[config.mk]
export PLATFORM = sky130hd
export DESIGN_NAME = otp_auth_fsm
export DESIGN_NICKNAME = d
export VERILOG_FILES = /design/src/rtl/otp_auth_fsm.sv
export SDC_FILE = /design/constraint.sdc
export NUM_CORES = 1
export LEC_CHECK = 0
export BUFFER_PORTS_ARGS = -buffer_cell sky130_fd_sc_hd__buf_2
export CORE_AREA = 8 8 113 115
export DETAILED_ROUTE_END_ITERATION = 8
export DIE_AREA = 0 0 121 123
export PLACE_DENSITY_LB_ADDON = 0.05
export SYNTH_ARGS = -nofsm -noshare
export SYNTH_HDL_FRONTEND = slang
export SYNTH_SLANG_ARGS = --single-unit
[constraint.sdc]
create_clock -name clk -period 3.5 [get_ports clk]
set_input_delay 1.05 -clock clk [delete_from_list [all_inputs] [get_ports clk]]
set_output_delay 1.05 -clock clk [all_outputs]
set_load 0.02 [all_outputs]
[src/rtl/otp_auth_fsm.sv]
// otp_auth_fsm: captures a generated OTP, collects keypad digits, compares them, and reports unlock/fail/expiry.
// Optional feature: define OTP_LOCKOUT_EN to add a timed LOCKOUT state after the attempt limit is reached.
module otp_auth_fsm #(
  parameter int DIGITS         = 4,
  parameter int DIGIT_W        = 4,
  parameter int MAX_ATTEMPTS   = 3,
  parameter int TIMEOUT_CYCLES = 750000000,
  parameter int LOCKOUT_CYCLES = 1000000
) (
  input  logic                              clk,
  input  logic                              reset,
  input  logic [DIGITS*DIGIT_W-1:0]         otp_in,
  input  logic                              otp_valid,
  input  logic [DIGIT_W-1:0]                user_digit,
  input  logic                              user_latch,
  input  logic                              user_clear,
  output logic                              unlock,
  output logic                              fail,
  output logic                              expired,
  output logic                              reset_sys,
  output logic                              locked,
  output logic [$clog2(MAX_ATTEMPTS+1)-1:0] attempts,
  output logic [DIGITS*DIGIT_W-1:0]         user_otp_out
);
  localparam int CODE_W = DIGITS * DIGIT_W;
  localparam int AW     = $clog2(MAX_ATTEMPTS + 1);
  localparam int IW     = $clog2(DIGITS + 1);
  // One timer serves both the entry window and the lockout period, so it spans the longer of the two.
  localparam int TSPAN  = (TIMEOUT_CYCLES > LOCKOUT_CYCLES) ? TIMEOUT_CYCLES : LOCKOUT_CYCLES;
  localparam int TW     = $clog2(TSPAN);

  localparam logic [TW-1:0] TIMER_LAST = TW'(TIMEOUT_CYCLES - 1);
  localparam logic [IW-1:0] IDX_LAST   = IW'(DIGITS - 1);
  localparam logic [AW-1:0] ATT_LIMIT  = AW'(MAX_ATTEMPTS);
`ifdef OTP_LOCKOUT_EN
  localparam logic [TW-1:0] LOCK_LAST  = TW'(LOCKOUT_CYCLES - 1);
`endif

  typedef enum logic [2:0] {
    IDLE,
    LOAD,
    ENTER,
`ifdef OTP_LOCKOUT_EN
    LOCKOUT,
`endif
    CHECK
  } state_t;

  state_t              state, state_d;
  logic [CODE_W-1:0]   code_q, code_d;
  logic [CODE_W-1:0]   ubuf_q, ubuf_d;
  logic [IW-1:0]       idx_q, idx_d;
  logic [TW-1:0]       timer_q, timer_d;
  logic [AW-1:0]       att_q, att_d;
  logic                unlock_d, fail_d, expired_d, reset_sys_d;
  logic                timeout, last_latch, match, limit;

  assign timeout    = (state == ENTER) && (timer_q == TIMER_LAST);
  assign last_latch = user_latch && !user_clear && (idx_q == IDX_LAST);
  assign match      = (ubuf_q == code_q);
  assign limit      = ((att_q + AW'(1)) == ATT_LIMIT);

  // NOTE: sequential state uses non-blocking assignments so every register samples pre-edge values.
  always_ff @(posedge clk or negedge reset) begin
    if (!reset) state <= IDLE;
    else        state <= state_d;
  end

  // NOTE: every signal written here gets a default first, so no path can infer a latch.
  always_comb begin
    state_d = state;
    case (state)
      IDLE:  state_d = LOAD;
      LOAD:  if (otp_valid) state_d = ENTER;
      ENTER: begin
        if (timeout)         state_d = IDLE;
        else if (last_latch) state_d = CHECK;
      end
      CHECK: begin
        if (match)      state_d = IDLE;
`ifdef OTP_LOCKOUT_EN
        else if (limit) state_d = LOCKOUT;
`else
        else if (limit) state_d = IDLE;
`endif
        else            state_d = ENTER;
      end
`ifdef OTP_LOCKOUT_EN
      LOCKOUT: if (timer_q == LOCK_LAST) state_d = IDLE;
`endif
      default: state_d = IDLE;
    endcase
  end

  always_comb begin
    code_d      = code_q;
    ubuf_d      = ubuf_q;
    idx_d       = idx_q;
    timer_d     = timer_q;
    att_d       = att_q;
    unlock_d    = 1'b0;
    fail_d      = 1'b0;
    expired_d   = 1'b0;
    reset_sys_d = 1'b0;
    case (state)
      IDLE: begin
        ubuf_d  = '0;
        idx_d   = '0;
        timer_d = '0;
        att_d   = '0;
      end
      LOAD: if (otp_valid) code_d = otp_in;
      ENTER: begin
        timer_d = timer_q + TW'(1);
        if (timeout) begin
          expired_d = 1'b1;
        end else if (user_clear) begin
          idx_d  = '0;
          ubuf_d = '0;
        end else if (user_latch) begin
          idx_d = idx_q + IW'(1);
          for (int i = 0; i < DIGITS; i++)
            if (idx_q == IW'(i)) ubuf_d[(DIGITS-1-i)*DIGIT_W +: DIGIT_W] = user_digit;
        end
      end
      CHECK: begin
        if (match) begin
          unlock_d = 1'b1;
        end else begin
          // A mismatch always starts from an empty entry, whether retrying or locking out.
          fail_d      = 1'b1;
          att_d       = att_q + AW'(1);
          reset_sys_d = limit;
          idx_d       = '0;
          timer_d     = '0;
          ubuf_d      = '0;
        end
      end
`ifdef OTP_LOCKOUT_EN
      LOCKOUT: timer_d = timer_q + TW'(1);
`endif
      default: ;
    endcase
  end

  always_ff @(posedge clk or negedge reset) begin
    if (!reset) begin
      code_q    <= '0;
      ubuf_q    <= '0;
      idx_q     <= '0;
      timer_q   <= '0;
      att_q     <= '0;
      unlock    <= 1'b0;
      fail      <= 1'b0;
      expired   <= 1'b0;
      reset_sys <= 1'b0;
    end else begin
      code_q    <= code_d;
      ubuf_q    <= ubuf_d;
      idx_q     <= idx_d;
      timer_q   <= timer_d;
      att_q     <= att_d;
      unlock    <= unlock_d;
      fail      <= fail_d;
      expired   <= expired_d;
      reset_sys <= reset_sys_d;
    end
  end

`ifdef OTP_LOCKOUT_EN
  assign locked = (state == LOCKOUT);
`else
  assign locked = 1'b0;
`endif
  assign attempts     = att_q;
  assign user_otp_out = ubuf_q;

endmodule

==> results.rst, run 1 <==
.. list-table::
   :header-rows: 1

   * - Metric
     - Value
   * - Grt total ovfl
     - 0
   * - TritonCTS clock tree
     - done
   * - Die Footprint
     - 0.0149 mm²
   * - Critical-path maximum fanout
     - 5
   * - Number of standard cells after synthesis
     - 364
   * - Synth Cell Area
     - 0.00373 mm²
   * - Quantity of I/O buffers inserted on ports
     - 46
   * - Part of the Yosys area used for sequential elements
     - 0.489
   * - Syn nets
     - 396
   * - Total Negative Setup Slacks
     - 0 ps
   * - Number of enable flip-flop cells after synthesis
     - 0
   * - WL final
     - 9.58 mm
   * - Post-detail-place hpwl
     - 6.71 mm
   * - Crit path setup slack, layout
     - 980 ps
   * - # resized after CTS
     - 0
   * - F_max
     - 397 MHz
   * - Hold Fails Final Rpt
     - 0
   * - Sw frac
     - 0.349
   * - Number of remaining DRC errors
     - 0
   * - Clk slew on worst S/H paths
     - 60 ps
   * - Global-route wire length before repair
     - 15.7 mm
   * - Starting utilization of the core area
     - 0.337
   * - All-Layer GR Usage
     - 0.135
   * - Vias in the first global route
     - 2867
   * - Path type of the worst min-delay path
     - register to register
   * - Number of ports placed on the die boundary
     - 48
   * - Pin count of the biggest net entering global routing
     - 74
   * - Minimum period implied by the final worst setup slack
     - 2520 ps
   * - Number of unique standard cell types used by synthesis
     - 49
   * - Number of sinks handled by clock tree synthesis
     - 73
   * - Most common library cell in the layout ignoring fill and taps
     - sky130_fd_sc_hd__dfrtp_1
   * - Req. time, crit path
     - 3720 ps
   * - Ratio of total power to cell area
     - 705 mW/mm²
   * - Logic gate share of total power
     - 0.305
   * - Antenna Violating Nets Remaining
     - 0
   * - Type of element launching the critical path
     - register
   * - Outcome
     - finished clean
   * - Mean cell area of the mapped netlist
     - 10.3 µm²
   * - Total via count after detailed routing
     - 2912
   * - Layout overhead on the synthesized area
     - 18.7%
   * - Number of nets in the layout
     - 441
   * - Max Cap Viol
     - 0
   * - Average vias per placed instance
     - 5.23
   * - Insertion delay of the later-clocked pin in the worst-skew pair
     - 340 ps
   * - Actual transition at the worst max-transition pin
     - 977 ps
   * - Seq pwr share
     - 0.376
   * - Number of setup buffers added after CTS
     - 0
   * - Pins over their slew limit
     - 0
   * - Die extent in y
     - 123 µm
   * - Hold buffers post-CTS
     - 0
   * - Clock buffer count from CTS
     - 9
   * - Maximum clock insertion buffer count
     - 2
   * - Arrival time at the worst endpoint
     - 2740 ps
   * - Initial DRC count
     - 132
   * - Worst setup slack before clock tree synthesis
     - 893 ps
   * - Int Pwr
     - 0.00203 W
   * - Worst ir drop on vdd
     - 0.000264 V
   * - Site row count
     - 39
   * - Worst setup path category
     - register to register
   * - Deepest level of the CTS H-tree
     - 3
   * - Switching power
     - 0.00109 W
   * - Placeable core area
     - 0.0111 mm²
   * - Clock Tree Root
     - sky130_fd_sc_hd__clkbuf_16
   * - Ys async rst share
     - 1.00
   * - Synthesized flop and latch total
     - 73
   * - Post-DR wirelength/cell
     - 17.2 µm
   * - YS warnings
     - 0
   * - Setup repair after global routing missed its margin
     - false
   * - Leakage power total
     - 2.01 nW
   * - Final critical-path share of the clock period
     - 0.720
   * - Routability Congestion
     - 0.744
   * - Share of total power in the clock network
     - 0.319
   * - Total of endpoints with negative setup slack in the final report
     - 0
   * - Width of the chip
     - 121 µm
   * - First-pass iteration count of the detailed router
     - 4
   * - Initial antenna violation count
     - 0
   * - Share of cells above drive strength 1
     - 0.227
   * - Fin Clk Skew
     - 8.64 ps
   * - Most frequent cells in the layout
     - sky130_fd_sc_hd__dfrtp_1, sky130_fd_sc_hd__buf_2, sky130_fd_sc_hd__o21ai_0
   * - Setup crit end kind
     - register
   * - Antenna fix cells
     - 0
   * - Slew HR
     - 0.349
   * - Commonest register cell after synthesis
     - sky130_fd_sc_hd__dfrtp_1
   * - FF-to-FF setup slack
     - 980 ps
==> registers in the layout, indices dropped and copies added (netlist names) <==
register,cells
timer_q,30
code_q,16
user_otp_out,16
idx_q,3
attempts,2
state,2
expired,1
fail,1
reset_sys,1
unlock,1
==> through the flow <==
stage               hold WS [ps]  total power [W]  cells  utilization  cell area, µm²
CTS                          503          0.00317    557        0.400            4430
finish                       507          0.00312    557        0.400            4430
floorplan                    451          0.00186    364            -            3730
global placement             491          0.00217    541        0.371            4110
global route                 531          0.00331    557        0.400            4430
detailed placement           489          0.00217    541        0.371            4110
==> layer usage <==
metal / vias up / part of all wire / track usage
li1: 1424 / - / -
met1: 1419 / 0.46 / 0.170
met2: 57 / 0.48 / 0.220
met3: 12 / 0.045 / 0.0279
met4: 0 / 0.018 / 0.0625
met5: - / 0 / 0
==> worst max-delay path: stages (launching register included) <==
cell and delay (ps):
sky130_fd_sc_hd__dfrtp_1 420, sky130_fd_sc_hd__xor2_1 150, sky130_fd_sc_hd__nor4_1 500, sky130_fd_sc_hd__nand4_1 370, sky130_fd_sc_hd__a211oi_4 480, sky130_fd_sc_hd__a21oi_2 120, sky130_fd_sc_hd__mux2_1 360
==> synth_stat cells, types with 2 or more instances <==
| library cell | n | area, µm² |
|---|---|---|
| sky130_fd_sc_hd__nor4_1 | 6 | 37.5 |
| sky130_fd_sc_hd__nand2b_1 | 3 | 18.8 |
| sky130_fd_sc_hd__nand2_1 | 27 | 101 |
| sky130_fd_sc_hd__a31oi_1 | 13 | 81.3 |
| sky130_fd_sc_hd__a21oi_1 | 11 | 55.1 |
| sky130_fd_sc_hd__inv_1 | 8 | 30.0 |
| sky130_fd_sc_hd__buf_2 | 4 | 20.0 |
| sky130_fd_sc_hd__or2_2 | 2 | 12.5 |
| sky130_fd_sc_hd__and4_1 | 4 | 35.0 |
| sky130_fd_sc_hd__mux2i_1 | 2 | 20.0 |
| sky130_fd_sc_hd__o21ai_0 | 40 | 200 |
| sky130_fd_sc_hd__o211ai_1 | 2 | 15.0 |
| sky130_fd_sc_hd__and2_1 | 9 | 56.3 |
| sky130_fd_sc_hd__nand4_1 | 12 | 75.1 |
| sky130_fd_sc_hd__clkbuf_1 | 12 | 45.0 |
| sky130_fd_sc_hd__o21ai_1 | 2 | 10.0 |
| sky130_fd_sc_hd__nor2_1 | 21 | 78.8 |
| sky130_fd_sc_hd__mux2_2 | 16 | 180 |
| sky130_fd_sc_hd__nand3_1 | 17 | 85.1 |
| sky130_fd_sc_hd__nand4b_1 | 3 | 26.3 |
| sky130_fd_sc_hd__nor3_1 | 3 | 15.0 |
| sky130_fd_sc_hd__a21oi_2 | 3 | 26.3 |
| sky130_fd_sc_hd__o31ai_1 | 6 | 45.0 |
| sky130_fd_sc_hd__and3_1 | 5 | 31.3 |
| sky130_fd_sc_hd__mux2_1 | 16 | 180 |
| sky130_fd_sc_hd__dfrtp_1 | 73 | 1830 |
| sky130_fd_sc_hd__xor2_1 | 16 | 140 |
| sky130_fd_sc_hd__ha_1 | 7 | 87.6 |
==> path summary, 6_finish.rpt <==
check,to,start,depth (start not counted)
setup reg to reg,user_otp_out[4],user_otp_out[12],6
min in group asynchronous,code_q[0],reset,1
hold / removal,timer_q[21],timer_q[21],1
hold reg to reg,timer_q[21],timer_q[21],1
setup / recovery,user_otp_out[4],user_otp_out[12],6
max in group asynchronous,timer_q[3],reset,1
==> power by group through the flow <==
| stage | sequential, W | clock [W] | combinational (W) |
|---|---|---|---|
| floorplan | 0.00120 | 0 | 0.000662 |
| global placement | 0.00119 | 0 | 0.000974 |
| detailed placement | 0.00120 | 0 | 0.000969 |
| CTS | 0.00118 | 0.00102 | 0.000976 |
| global route | 0.00120 | 0.00105 | 0.00106 |
| finish | 0.00118 | 0.000995 | 0.000952 |
==> cell type report <==
type	instances	area [µm²]
clock buffer	9	225
clock inverter	7	95.1
fill	1119	6650
inverter	8	30.0
multi-input combinational	266	1800
sequential	73	1830
tap	143	179
timing repair buffer	51	270
==> cells by family (layout without fill, tap and decap cells) <==
family | after synthesis | after routing | synth area share
AO/OA/AOI/OAI | 85 | 85 | 0.137
XOR/XNOR | 16 | 16 | 0.0375
adder cells (fa/ha/maj) | 7 | 7 | 0.0235
buffers and inverters | 25 | 75 | 0.0275
flip-flops | 73 | 73 | 0.489
multiplexers | 34 | 34 | 0.102
other | 1 | 1 | 0.00100
AND/OR/NAND/NOR | 123 | 123 | 0.182
No activity file was read; power rests on OpenSTA's default activity.
==> run 2: changes to the inputs <==
==> constraint.sdc (replaced) <==
create_clock -name clk -period 2.35 [get_ports clk]
set_input_delay 0.705 -clock clk [delete_from_list [all_inputs] [get_ports clk]]
set_output_delay 0.705 -clock clk [all_outputs]
set_load 0.02 [all_outputs]
==> results.rst, run 2 (synthesis results as in run 1) <==
.. list-table::
   :header-rows: 1

   * - Metric
     - Value
   * - Pins over their slew limit
     - 0 (unchanged)
   * - Count of fill cells added during filler insertion
     - 1076 (-3.8%)
   * - Initial antenna violation count
     - 0 (unchanged)
   * - Width of the chip
     - 121 µm (unchanged)
   * - Actual transition at the worst max-transition pin
     - 600 ps (-377 ps)
   * - TritonCTS clock tree
     - done
   * - Vias in the first global route
     - 3044 (+6.2%)
   * - F_max
     - 445 MHz (+12%)
   * - First-pass iteration count of the detailed router
     - 4 (unchanged)
   * - Post-DR wirelength/cell
     - 17.0 µm (-1.4%)
   * - Hold Fails Final Rpt
     - 0 (unchanged)
   * - Worst setup slack before clock tree synthesis
     - 37.9 ps (-855 ps)
   * - Layout overhead on the synthesized area
     - 27.0%
   * - All-Layer GR Usage
     - 0.143 (+0.00816)
   * - Max Cap Viol
     - 0 (unchanged)
   * - Ratio of total power to cell area
     - 1030 mW/mm² (+47%)
   * - Pin count of the biggest net entering global routing
     - 32 (-57%)
   * - Most frequent cells in the layout
     - sky130_fd_sc_hd__dfrtp_1, sky130_fd_sc_hd__buf_2, sky130_fd_sc_hd__buf_4
   * - Placed instance count
     - 577 (+6.7%)
   * - Type of element launching the critical path
     - register
   * - Number of nets in the layout
     - 480 (+8.8%)
   * - Critical-path maximum fanout
     - 5 (unchanged)
   * - Worst hold-check slack
     - 302 ps (-205 ps)
   * - Antenna fix cells
     - 0 (unchanged)
   * - Highest layer used for signal routing
     - met4
   * - Number of flip-flops in the largest register
     - 30 (unchanged)
   * - Antenna Violating Nets Remaining
     - 0 (unchanged)
   * - Setup crit end kind
     - register
   * - Detailed-routed wire length on met3
     - 429 µm (+0.47%)
   * - Total via count after detailed routing
     - 3054 (+4.9%)
   * - Quantity of I/O buffers inserted on ports
     - 46 (unchanged)
   * - Insertion delay of the later-clocked pin in the worst-skew pair
     - 350 ps (about the same)
   * - Worst ir drop on vdd
     - 0.000411 V (+56%)
   * - Grt total ovfl
     - 0 (unchanged)
   * - Initial DRC count
     - 128 (-3.0%)
   * - WL final
     - 10.1 mm (+5.5%)
   * - Placeable core area
     - 0.0111 mm² (unchanged)
   * - Number of remaining DRC errors
     - 0 (unchanged)
   * - Outcome
     - finished clean
   * - Leakage power total
     - 2.23 nW (+11%)
   * - Die extent in y
     - 123 µm (unchanged)
   * - Minimum period implied by the final worst setup slack
     - 2250 ps (-272 ps)
   * - Maximum clock insertion buffer count
     - 2 (unchanged)
   * - Routability Congestion
     - 0.781 (+4.9%)
   * - Average vias per placed instance
     - 5.12 (-2.0%)
   * - Number of non-filler instances in the completed layout
     - 596 (+7.0%)
   * - Path type of the worst min-delay path
     - input pin to async pin
   * - Most common library cell in the layout ignoring fill and taps
     - sky130_fd_sc_hd__dfrtp_1
   * - Detailed-routing wirelength on met1
     - 4.58 mm (+3.7%)
   * - Clk slew on worst S/H paths
     - 60 ps (about the same)
   * - Met2 wire length
     - 4.85 mm (+6.2%)
   * - Share of cells above drive strength 1
     - 0.294 (+0.0665)
   * - Post-detail-place hpwl
     - 7.37 mm (+9.8%)
   * - Number of sinks handled by clock tree synthesis
     - 73 (unchanged)
   * - Crit path setup slack, layout
     - 102 ps (-878 ps)
   * - Worst setup path category
     - register to register
   * - Final critical-path share of the clock period
     - 0.956 (+0.237)
   * - Overall power consumption
     - 0.00490 W (+57%)
   * - Total of endpoints with negative setup slack in the final report
     - 0 (unchanged)
   * - Total Negative Setup Slacks
     - 0 ps (unchanged)
   * - Global-route wire length before repair
     - 16.4 mm (+4.3%)
   * - Register with the most flip-flops
     - timer_q
   * - Die Footprint
     - 0.0149 mm² (unchanged)
   * - Slew HR
     - 0.596 (+0.248)
   * - Starting utilization of the core area
     - 0.337 (unchanged)
   * - Req. time, crit path
     - 2580 ps (-1140 ps)
   * - Arrival time at the worst endpoint
     - 2480 ps (-260 ps)
   * - Site row count
     - 39 (unchanged)
   * - Deepest level of the CTS H-tree
     - 3 (unchanged)
   * - Number of ports placed on the die boundary
     - 48 (unchanged)
   * - Setup repair after global routing missed its margin
     - false
   * - Clock Tree Root
     - sky130_fd_sc_hd__clkbuf_16
   * - Clock buffer count from CTS
     - 9 (unchanged)
   * - Fin Clk Skew
     - 6.42 ps (-2.22 ps)
==> run 2: cell count changes in the layout (fill, tap and decap cells not counted), moves of 2 or more <==
cell / before / now
sky130_fd_sc_hd__buf_4: 6 / 44
sky130_fd_sc_hd__nor4_1: 6 / 4
sky130_fd_sc_hd__clkinvlp_4: 4 / 2
sky130_fd_sc_hd__nor4_2: 1 / 3
sky130_fd_sc_hd__clkbuf_1: 0 / 2
==> run 2: cell type report <==
cell class | count | area (µm²) | share of cell area
Inverter | 8 | 30.0 | 0.00634
Clock buffer | 11 | 233 | 0.0491
Sequential cell | 73 | 1830 | 0.385
Clock inverter | 5 | 80.1 | 0.0169
Multi-Input combinational cell | 266 | 1820 | 0.383
Timing Repair Buffer | 90 | 576 | 0.121
Tap cell | 143 | 179 | 0.0378
==> run 2: final timing paths <==
path / start / to / slack, ps / cells past startpoint
max in group asynchronous: reset / timer_q[14] / 1460 / 2
worst min-delay path: reset / user_otp_out[5] / 300 / 1
min in group clk: timer_q[21] / timer_q[21] / 500 / 1
worst min register to register: timer_q[21] / timer_q[21] / 500 / 1
worst max register to register: timer_q[12] / user_otp_out[5] / 100 / 8
worst max-delay path: timer_q[12] / user_otp_out[5] / 100 / 8
==> run 2: report_power, final <==
group	switching (W)	leakage [nW]	internal (W)
clock network	0.000563	0.146	0.000929
logic	0.000931	1.10	0.000760
registers	0.000204	0.975	0.00151
==> run 2: critical path, stage by stage (launching register included) <==
cell                       delay (ps)
sky130_fd_sc_hd__dfrtp_1          420
sky130_fd_sc_hd__nor4b_1          160
sky130_fd_sc_hd__buf_4            130
sky130_fd_sc_hd__and4_1           200
sky130_fd_sc_hd__a211oi_2         370
sky130_fd_sc_hd__a211oi_4          70
sky130_fd_sc_hd__buf_4            170
sky130_fd_sc_hd__a21oi_2          250
sky130_fd_sc_hd__mux2_1           350
==> run 2: timing repair <==
action	CTS	global route
resized for setup	0	3
buffers inserted	0	3
setup endpoints to repair	0	38
hold buffers	0	0
==> run 2: routing by layer <==
metal  up-vias  global-route usage
met3        17              0.0329
li1       1499                   -
met2        51               0.233
met5         -                   0
met1      1487               0.174
met4         0              0.0788
==> run 2: stage by stage <==
stage                util  cell area, µm²
finish              0.428            4740
global route        0.428            4740
CTS                 0.425            4700
detailed placement  0.396            4390
global placement    0.396            4390
floorplan               -            3730
==> run 3: changes to the inputs <==
==> constraint.sdc (replaced) <==
create_clock -name clk -period 2.35 [get_ports clk]
set_input_delay 0.705 -clock clk [delete_from_list [all_inputs] [get_ports clk]]
set_output_delay 0.705 -clock clk [all_outputs]
set_load 0.1 [all_outputs]
==> results.rst, run 3 (synthesis results as in run 1) <==
.. list-table::
   :header-rows: 1

   * - Metric
     - Value
   * - Crit path max-delay cell type
     - sky130_fd_sc_hd__nor4_4
   * - Total of endpoints with negative setup slack in the final report
     - 0 (unchanged)
   * - Critical path cell sequence
     - nand4b_1, nor4_4, a211oi_2, a211oi_4, buf_4, a21oi_2, mux2_1
   * - Leakage power total
     - 2.18 nW (-1.9%)
   * - FF-to-FF setup slack
     - 100 ps (about the same)
   * - Final critical-path share of the clock period
     - 0.957 (about the same)
   * - Initial DRC count
     - 158 (+23%)
   * - Actual transition at the worst max-transition pin
     - 513 ps (-87.8 ps)
   * - Share of cells above drive strength 1
     - 0.337 (+0.0434)
   * - WL final
     - 10.1 mm (-0.43%)
   * - Ratio of total power to cell area
     - 1090 mW/mm² (+5.6%)
   * - Die Footprint
     - 0.0149 mm² (unchanged)
   * - Number of remaining DRC errors
     - 0 (unchanged)
   * - Quantity of I/O buffers inserted on ports
     - 46 (unchanged)
   * - Post-DR wirelength/cell
     - 16.9 µm (about the same)
   * - Clock buffer count from CTS
     - 9 (unchanged)
   * - Width of the chip
     - 121 µm (unchanged)
   * - Max Cap Viol
     - 0 (unchanged)
   * - Req. time, crit path
     - 2570 ps (about the same)
   * - Hold Fails Final Rpt
     - 0 (unchanged)
   * - Outcome
     - finished clean
   * - Setup repair after global routing missed its margin
     - false
   * - Initial antenna violation count
     - 0 (unchanged)
   * - Count of fill cells added during filler insertion
     - 1115 (+3.6%)
   * - Critical register-to-register path endpoint
     - user_otp_out[15]
   * - Crit path setup slack, layout
     - 101 ps (-0.951 ps)
   * - Deepest level of the CTS H-tree
     - 3 (unchanged)
   * - Clock Tree Root
     - sky130_fd_sc_hd__clkbuf_16
   * - Site row count
     - 39 (unchanged)
   * - Layout overhead on the synthesized area
     - 27.0% (unchanged)
   * - Type of element launching the critical path
     - register
   * - Global-route wire length before repair
     - 16.7 mm (+1.8%)
   * - Fin Clk Skew
     - 3.93 ps (-2.48 ps)
   * - Total Negative Setup Slacks
     - 0 ps (unchanged)
   * - Worst setup path category
     - register to register
   * - Clk slew on worst S/H paths
     - 60 ps (about the same)
   * - Starting utilization of the core area
     - 0.337 (unchanged)
   * - Number of buffers and inverters on the critical path
     - 1 (-1)
   * - First-pass iteration count of the detailed router
     - 4 (unchanged)
   * - Routability Congestion
     - 0.798 (+2.3%)
   * - Grt total ovfl
     - 0 (unchanged)
   * - Share of the core filled with cells
     - 0.428 (unchanged)
   * - Worst setup slack before clock tree synthesis
     - 42.7 ps (+4.82 ps)
   * - Minimum period implied by the final worst setup slack
     - 2250 ps (+0.951 ps)
   * - Die extent in y
     - 123 µm (unchanged)
   * - Critical-path maximum fanout
     - 4 (-1)
   * - CP top delay family
     - simple AND/OR/NAND/NOR gates
   * - Antenna fix cells
     - 0 (unchanged)
   * - All-Layer GR Usage
     - 0.144 (+0.000962)
   * - Average vias per placed instance
     - 5.19 (+1.2%)
   * - Overall power consumption
     - 0.00517 W (+5.6%)
   * - Most common library cell in the layout ignoring fill and taps
     - sky130_fd_sc_hd__dfrtp_1
   * - Number of flip-flops in the largest register
     - 30 (unchanged)
   * - Slew HR
     - 0.661 (+0.0645)
   * - Insertion delay of the later-clocked pin in the worst-skew pair
     - 340 ps (about the same)
   * - Number of sinks handled by clock tree synthesis
     - 73 (unchanged)
   * - TritonCTS clock tree
     - done
   * - Path type of the worst min-delay path
     - input pin to async pin
   * - Register with the most flip-flops
     - timer_q
   * - Placeable core area
     - 0.0111 mm² (unchanged)
   * - Number of ports placed on the die boundary
     - 48 (unchanged)
   * - Most frequent cells in the layout
     - sky130_fd_sc_hd__dfrtp_1, sky130_fd_sc_hd__buf_2, sky130_fd_sc_hd__o21ai_0, sky130_fd_sc_hd__buf_4, sky130_fd_sc_hd__nand2_1
   * - Number of nets in the layout
     - 478 (-0.42%)
   * - Number of setup buffers added after CTS
     - 0 (unchanged)
   * - Largest stage delay on the critical path
     - 430 ps (about the same)
   * - Launch point of the worst reg-to-reg path
     - timer_q[28]
   * - Reg2Reg Depth
     - 7 (-1)
   * - Pin count of the biggest net entering global routing
     - 31 (-3.1%)
   * - Worst ir drop on vdd
     - 0.000514 V (+25%)
   * - Maximum clock insertion buffer count
     - 2 (unchanged)
   * - Pins over their slew limit
     - 0 (unchanged)
   * - Arrival time at the worst endpoint
     - 2470 ps (about the same)
   * - F_max
     - 445 MHz (about the same)
   * - Antenna Violating Nets Remaining
     - 0 (unchanged)
   * - Vias in the first global route
     - 3121 (+2.5%)
   * - Post-detail-place hpwl
     - 7.41 mm (+0.53%)
   * - Hold buffers post-CTS
     - 0 (unchanged)
   * - Total via count after detailed routing
     - 3080 (+0.85%)
   * - Setup crit end kind
     - register
[run 3: layer usage]
metal	up-vias	wire length, µm	GRT usage
li1	1496	-	-
met1	1511	4380	0.175
met2	59	5090	0.243
met3	14	433	0.0324
met4	0	158	0.0609
met5	-	0	0
[run 3: worst reg2reg max path: cells and delay by family, from the launching register on]
| kind | cells | cell delay, ps |
|---|---|---|
| mux | 1 | 320 |
| flops | 1 | 390 |
| compound gates | 3 | 500 |
| buf+inv | 1 | 180 |
| simple gates | 2 | 720 |
[run 3: repair_timing]
item                                   CTS  global route
setup endpoints to repair                0            34
endpoints found under the hold margin    0             0
resized for setup                        0             6
[run 3: area by class of cell]
| class | instances | area, µm² | area share |
|---|---|---|---|
| clock buffers | 9 | 225 | 0.0475 |
| clock inverters | 7 | 47.5 | 0.0100 |
| inverters | 8 | 30.0 | 0.00634 |
| multi-input cells | 266 | 1830 | 0.387 |
| flip-flops and latches | 73 | 1850 | 0.390 |
| well taps | 143 | 179 | 0.0378 |
| repair buffers | 88 | 577 | 0.122 |
[run 3: through the flow]
stage	instance area [µm²]	hold slack (ps)	instances
CTS	4700	303	594
finish	4740	297	594
global placement	4430	484	578
global route	4740	322	594
floorplan	3750	409	364
detailed placement	4430	483	578
[run 3: worst max-delay path by stage]
stage                      from               end  slack [ps]  cells past startpoint
2_1_floorplan  user_otp_out[15]  user_otp_out[10]          80                      6
3_3_place_gp   user_otp_out[12]   user_otp_out[4]          70                      7
3_5_place_dp   user_otp_out[12]  user_otp_out[15]          40                      7
4_1_cts        user_otp_out[12]   user_otp_out[5]          20                      7
5_1_grt         user_otp_out[3]       timer_q[19]           5                     10
6_report            timer_q[28]  user_otp_out[15]         100                      7
[run 3: power breakdown]
part / leakage [nW] / internal (W) / switching (W) / total, W
clock: 0.131 / 0.000711 / 0.000552 / 0.00126
combinational: 1.10 / 0.000756 / 0.00141 / 0.00217
sequential: 0.949 / 0.00152 / 0.000217 / 0.00174
